[src/rtl/vga_pattern_gen.sv]
// Test-pattern generator sitting behind a VGA timing generator.
// Two-stage pipeline: stage 1 computes the pixel colour from iX/iY and the
// per-frame state, stage 2 blanks it against the delayed data enable.
// Pattern mode, frame counter and bouncing-box position change only at
// frame start (falling edge of iVS).
module vga_pattern_gen #(
    parameter int H_ACTIVE = 640,
    parameter int V_ACTIVE = 480,
    parameter int BOX      = 32
) (
    input  logic       iVGA_CLK,
    input  logic       iRST,
    input  logic       iHS,
    input  logic       iVS,
    input  logic       iDE,
    input  logic [9:0] iX,
    input  logic [9:0] iY,
    input  logic [2:0] iMODE,
    output logic       oHS,
    output logic       oVS,
    output logic [3:0] oVGA_R,
    output logic [3:0] oVGA_G,
    output logic [3:0] oVGA_B,
    output logic [7:0] oFRAME_CNT
);

    typedef enum logic {
        MOVE_INC = 1'b0,
        MOVE_DEC = 1'b1
    } dir_t;

    localparam logic [9:0] X_MAX  = 10'(H_ACTIVE - BOX);
    localparam logic [9:0] Y_MAX  = 10'(V_ACTIVE - BOX);
    localparam logic [9:0] X_LAST = 10'(H_ACTIVE - 1);
    localparam logic [9:0] Y_LAST = 10'(V_ACTIVE - 1);

    logic       vs_prev;
    logic [2:0] mode;
    logic [7:0] frame_cnt;
    logic [9:0] box_x, box_y;
    dir_t       dir_x, dir_y;

    logic [9:0] box_x_nxt, box_y_nxt;
    dir_t       dir_x_nxt, dir_y_nxt;

    logic       hs1, vs1, de1;
    logic [3:0] r1, g1, b1;
    logic [3:0] pix_r, pix_g, pix_b;

    logic       frame_start;
    logic [9:0] bar_full;
    logic [2:0] bar;
    logic       on_grid, in_box;

    assign frame_start = ~iVS & vs_prev;
    assign oFRAME_CNT  = frame_cnt;

    // Next box position: bounce off the edges by stepping back from the limit
    always_comb begin
        box_x_nxt = box_x;
        dir_x_nxt = dir_x;
        if (dir_x == MOVE_INC) begin
            if (box_x == X_MAX) begin
                dir_x_nxt = MOVE_DEC;
                box_x_nxt = X_MAX - 10'd2;
            end else begin
                box_x_nxt = box_x + 10'd2;
            end
        end else begin
            if (box_x == 10'd0) begin
                dir_x_nxt = MOVE_INC;
                box_x_nxt = 10'd2;
            end else begin
                box_x_nxt = box_x - 10'd2;
            end
        end

        box_y_nxt = box_y;
        dir_y_nxt = dir_y;
        if (dir_y == MOVE_INC) begin
            if (box_y == Y_MAX) begin
                dir_y_nxt = MOVE_DEC;
                box_y_nxt = Y_MAX - 10'd2;
            end else begin
                box_y_nxt = box_y + 10'd2;
            end
        end else begin
            if (box_y == 10'd0) begin
                dir_y_nxt = MOVE_INC;
                box_y_nxt = 10'd2;
            end else begin
                box_y_nxt = box_y - 10'd2;
            end
        end
    end

    // Pixel colour for the current input pixel under the active mode
    always_comb begin
        bar_full = iX / 10'd80;
        bar      = bar_full[2:0];
        on_grid  = (iX[4:0] == 5'd0) || (iY[4:0] == 5'd0) ||
                   (iX == X_LAST) || (iY == Y_LAST);
        in_box   = ({1'b0, iX} >= {1'b0, box_x}) &&
                   ({1'b0, iX} <  {1'b0, box_x} + 11'(BOX)) &&
                   ({1'b0, iY} >= {1'b0, box_y}) &&
                   ({1'b0, iY} <  {1'b0, box_y} + 11'(BOX));
        pix_r = '0;
        pix_g = '0;
        pix_b = '0;
        case (mode)
            3'd0: begin
                // Bar order white..black maps to R=~k[1], G=~k[2], B=~k[0]
                if (bar_full < 10'd8) begin
                    pix_r = {4{~bar[1]}};
                    pix_g = {4{~bar[2]}};
                    pix_b = {4{~bar[0]}};
                end
            end
            3'd1: begin
                pix_r = {4{on_grid}};
                pix_g = {4{on_grid}};
                pix_b = {4{on_grid}};
            end
            3'd2: begin
                pix_r = {4{iX[5] ^ iY[5]}};
                pix_g = {4{iX[5] ^ iY[5]}};
                pix_b = {4{iX[5] ^ iY[5]}};
            end
            3'd3: begin
                pix_r = iX[5:2];
                pix_g = iY[5:2];
                pix_b = frame_cnt[7:4];
            end
            3'd4: begin
                pix_r = {4{in_box}};
                pix_g = {4{in_box}};
                pix_b = '1;
            end
            default: begin
                pix_r = '0;
                pix_g = '0;
                pix_b = '0;
            end
        endcase
    end

    // Per-frame state: mode latch, frame counter, box motion
    always_ff @(posedge iVGA_CLK) begin
        if (iRST) begin
            vs_prev   <= 1'b1;
            mode      <= '0;
            frame_cnt <= '0;
            box_x     <= '0;
            box_y     <= '0;
            dir_x     <= MOVE_INC;
            dir_y     <= MOVE_INC;
        end else begin
            vs_prev <= iVS;
            if (frame_start) begin
                mode      <= iMODE;
                frame_cnt <= frame_cnt + 8'd1;
                box_x     <= box_x_nxt;
                box_y     <= box_y_nxt;
                dir_x     <= dir_x_nxt;
                dir_y     <= dir_y_nxt;
            end
        end
    end

    // Two-stage output pipeline; colour is blanked by the delayed enable
    always_ff @(posedge iVGA_CLK) begin
        if (iRST) begin
            hs1    <= 1'b1;
            vs1    <= 1'b1;
            de1    <= 1'b0;
            r1     <= '0;
            g1     <= '0;
            b1     <= '0;
            oHS    <= 1'b1;
            oVS    <= 1'b1;
            oVGA_R <= '0;
            oVGA_G <= '0;
            oVGA_B <= '0;
        end else begin
            hs1    <= iHS;
            vs1    <= iVS;
            de1    <= iDE;
            r1     <= pix_r;
            g1     <= pix_g;
            b1     <= pix_b;
            oHS    <= hs1;
            oVS    <= vs1;
            oVGA_R <= de1 ? r1 : '0;
            oVGA_G <= de1 ? g1 : '0;
            oVGA_B <= de1 ? b1 : '0;
        end
    end

endmodule

[config.mk]
export PLATFORM = sky130hd
export DESIGN_NAME = vga_pattern_gen
export DESIGN_NICKNAME = d
export VERILOG_FILES = /design/src/rtl/vga_pattern_gen.sv
export SDC_FILE = /design/constraint.sdc
export NUM_CORES = 1
export LEC_CHECK = 0
export BUFFER_PORTS_ARGS = -buffer_cell sky130_fd_sc_hd__buf_4
export CORE_MARGIN = 10
export CORE_UTILIZATION = 45
export CTS_CLUSTER_DIAMETER = 30
export DETAILED_ROUTE_END_ITERATION = 12
export HOLD_SLACK_MARGIN = 0.15
export PLACE_DENSITY = 0.67
export SYNTH_ARGS = -nofsm -noshare
export SYNTH_HDL_FRONTEND = slang
export SYNTH_SLANG_ARGS = --single-unit
[constraint.sdc]
create_clock -name iVGA_CLK -period 2.4 [get_ports iVGA_CLK]
set_clock_uncertainty 0.2 [all_clocks]
set_input_delay 0.24 -clock iVGA_CLK [delete_from_list [all_inputs] [get_ports iVGA_CLK]]
set_output_delay 0.24 -clock iVGA_CLK [all_outputs]
set_load 0.1 [all_outputs]
==> key figures <==
Detailed routing
  – Count of routing violations after the opening detailed-route iteration: 276
  – First-pass detailed-route iteration total: 5
  – Highest layer used for signal routing: met4
  – Total wirelength of the detailed-routed design: approximately 11,000 microns
  – Met2 layer wire length in the routed design: 4970 microns
  – Vias/cell: about 5.7
  – Routed length on met1: between 4000 and 5000 microns
  – Post-route ant nets: 0
  – DRC violations left: 0
  – Post-DR wirelength/cell: roughly 16 microns
  – Met3 wire length: around 670 microns
  – Vias: 3,872

Floorplan
  – Floorplan die area: approximately 13,000 sq um
  – Standard-cell rows: 33
  – Core Box Area: a little over 8000 sq um
  – Horizontal extent of the die: between 100 and 150 microns
  – Io pins: 50
  – Die H: between 100 and 150 microns
  – Starting utilization of the core area: 0.467

Power
  – Power density relative to cell area: approximately 490 nW/um^2
  – Total Power Consumption: 2.46 mW
  – Maximum ir drop on the vdd rail: 266 uV
  – P_leak: 2.00 nW

STA
  – Final-report hold violation count: 0
  – Final Slew Violations: 0
  – Unrepaired setup endpoints after global routing: yes
  – Fin Setup TNS: -2.02 ps
  – Final critical path time including I/O delays and setup: between 2000 and 2500 ps
  – Highest clock rate: between 400 and 500 MHz
  – Endpoints failing setup: 1
  – Worst max-slew margin expressed relative to the limit: 0.619
  – Worst slew pin tran: approximately 570 ps
  – Worst Slack Setup Final: -2.02 ps
  – Final critical-path share of the clock period: 1.00

Clock network
  – Worst-Skew Late Latency: roughly 340 ps
  – Clock Root Buffer: sky130_fd_sc_hd__clkbuf_8
  – Clock slew seen by the registers of the worst setup and hold paths: 80 ps
  – Clock tree from TritonCTS: built
  – # clock sinks: 60
  – CTS Buffer Depth: 2
  – Inserted Clock Buffers: 9
  – CTS HTree Levels: 3

Place
  – Total of buffers placed on input and output ports: a little under 50
  – Half-perimeter wire length after placement: a little under 8000 microns
  – Total placed cells including tap cells: 647
  – GP Congestion: 0.911
  – Worst setup slack after placement: -52.2 ps

Synth
  – Leading post-synthesis cells by instance count: sky130_fd_sc_hd__dfxtp_1, sky130_fd_sc_hd__nand2_1, sky130_fd_sc_hd__a21oi_1
  – Leading register cell type out of synthesis: sky130_fd_sc_hd__dfxtp_1
  – Number of warning messages in the yosys log: 0
  – Number of nets produced by synthesis: approximately 550
  – Seq cells post-synth: 60
  – Portion of the post-synthesis area used by sequential elements: 0.310
  – Area share of the leading cell type in the synthesized netlist: 0.310
  – Number of enable-type register cells in the synthesized netlist: 0
  – Count of mapped cells out of synthesis: 480
  – Cell with the most instances after synthesis: sky130_fd_sc_hd__dfxtp_1
  – Cell types with the largest area share after synthesis: sky130_fd_sc_hd__dfxtp_1, sky130_fd_sc_hd__ha_1, sky130_fd_sc_hd__a21oi_1
  – Async S/R FF share, synth: 0
  – Total standard cell area after synthesis: ~3900 sq um
  – Average instance area after synthesis: ~8.1 sq um
  – Netlist cell types: just over 60
  – Post-synthesis cell type with the largest combined area: sky130_fd_sc_hd__dfxtp_1

Layout
  – Fraction of final layout cells with drive strength greater than 1: 0.255
  – Final net count: 637
  – Number of filler instances in the final layout: a little over 700
  – Area delta synth->final: 31.0%
  – Count of placed standard cells in the final layout, fillers left out: 682
  – Antenna Diode Count: 0

Worst setup path
  – Largest stage delay, worst path: just under 400 ps
  – Peak fanout along the critical path: 5
  – Critical path buffers and inverters: 3
  – Crit-path cells: inv_2 > ha_4 > inv_2 > ha_4 > a21o_1 > a21oi_2 > o31ai_2 > a311oi_2 > a311oi_1 > buf_4 > a21oi_1
  – CP endpoint kind: register
  – Startpoint types: register
  – Arrival time of data at the critical path endpoint: roughly 2500 ps
  – Crit Path Category: register to register
  – CP max stage cell: sky130_fd_sc_hd__dfxtp_4
  – Worst endpoint required time: 2460 ps
  – Kind of cell adding the most delay to the critical path: compound AO/OA/AOI/OAI gates

Outcome
  – Failing checks: negative setup slack
  – Run status: complete, but fails checks

Run
  – Total of max-cap violations: 0

Global routing
  – Pin count of the biggest net entering global routing: 40
  – Vias in the first global route: 3,563
  – Global routing usage summed across all routing layers: 0.160
  – Global-route wire length before repair: 17,300 microns
  – Number of antenna violations at the first check in global routing: 0
  – Total gr overflow: 0

Hold path
  – Worst min path class: register to register
==> state kept, by name (all words and copies together) (netlist names), 3 cells and up <==
signal	count
box_y	9
r1	4
g1	4
oVGA_B	4
b1	4
mode	3
oVGA_G	4
oFRAME_CNT	8
box_x	9
oVGA_R	4
==> layout by cell type (no fill, tap or decap), types with 4 or more instances in the layout <==
| cell | synthesis | final |
|---|---|---|
| sky130_fd_sc_hd__a211oi_1 | 6 | 6 |
| sky130_fd_sc_hd__a21oi_1 | 46 | 44 |
| sky130_fd_sc_hd__a22oi_1 | 4 | 4 |
| sky130_fd_sc_hd__a31oi_1 | 6 | 5 |
| sky130_fd_sc_hd__and2_1 | 14 | 14 |
| sky130_fd_sc_hd__and3_1 | 4 | 4 |
| sky130_fd_sc_hd__buf_4 | 1 | 91 |
| sky130_fd_sc_hd__clkbuf_8 | 0 | 9 |
| sky130_fd_sc_hd__dfxtp_1 | 60 | 54 |
| sky130_fd_sc_hd__dlygate4sd3_1 | 0 | 19 |
| sky130_fd_sc_hd__ha_1 | 37 | 32 |
| sky130_fd_sc_hd__ha_4 | 0 | 5 |
| sky130_fd_sc_hd__inv_1 | 29 | 26 |
| sky130_fd_sc_hd__nand2_1 | 48 | 48 |
| sky130_fd_sc_hd__nand3_1 | 17 | 16 |
| sky130_fd_sc_hd__nand4_1 | 10 | 10 |
| sky130_fd_sc_hd__nor2_1 | 22 | 21 |
| sky130_fd_sc_hd__nor2b_1 | 8 | 8 |
| sky130_fd_sc_hd__nor3_1 | 17 | 17 |
| sky130_fd_sc_hd__nor4_1 | 4 | 4 |
| sky130_fd_sc_hd__o21a_1 | 8 | 8 |
| sky130_fd_sc_hd__o21ai_0 | 25 | 25 |
| sky130_fd_sc_hd__o41ai_1 | 4 | 4 |
| sky130_fd_sc_hd__or2_2 | 5 | 5 |
| sky130_fd_sc_hd__xnor2_1 | 10 | 10 |
| sky130_fd_sc_hd__xor2_1 | 5 | 5 |
==> metal layers <==
| layer | track usage | up-vias |
|---|---|---|
| li1 | - | 1921 |
| met1 | 0.210 | 1808 |
| met2 | 0.254 | 129 |
| met3 | 0.0386 | 14 |
| met4 | 0.0499 | 0 |
| met5 | 0 | - |
==> final cells by class <==
cell class                 count  area, sq um  area share
tap                          105          131      0.0259
clock inverter                 7         75.1      0.0148
sequential                    60         1220       0.240
multi-input combinational    362         2550       0.502
timing repair buffer         110          873       0.172
clock buffer                   9          124      0.0244
inverter                      29          109      0.0214
==> power by group <==
part	leakage, nW	internal, mW	switching, mW
clock	0.0923	0.484	0.453
sequential	0.493	1.03	0.0194
combinational	1.42	0.204	0.273
==> worst paths after layout <==
path	startpoint	end	slack, ps	cells after the start
worst min-delay path	r1[1]	oVGA_R[1]	230	1
worst max register to register	box_y[5]	r1[3]	-2	11
worst min register to register	r1[1]	oVGA_R[1]	230	1
worst max-delay path	box_y[5]	r1[3]	-2	11
==> logic make-up (layout without fill, tap and decap cells) <==
logic type	Yosys count	after routing	synth area share
DFF	60	60	0.310
adders and majority gates	38	38	0.122
muxes	3	3	0.00807
AOI/OAI and AO/OA	135	135	0.228
buffers and inverters	58	155	0.0620
xor gates and xnor gates	15	15	0.0339
and+or+nand+nor	171	171	0.236
==> per-stage QoR <==
| step | hold WS (ps) | area, sq um | utilization |
|---|---|---|---|
| final | 228 | 5080 | 0.612 |
| after global placement | 190 | 4560 | 0.549 |
| after detailed placement | 197 | 4560 | 0.549 |
| after global routing | 243 | 5080 | 0.612 |
| after CTS | 215 | 4970 | 0.599 |
| after floorplan | 144 | 3870 | - |
==> what timing repair did <==
action / 4_1_cts / 5_1_grt
resized for setup: 7 / 23
endpoints found under the hold margin: 33 / 0
hold buffers: 19 / 0
pin swaps: 1 / 11
setup buffers: 0 / 1
endpoints found under the setup margin: 8 / 13
Power figures use the tool's default switching activity.
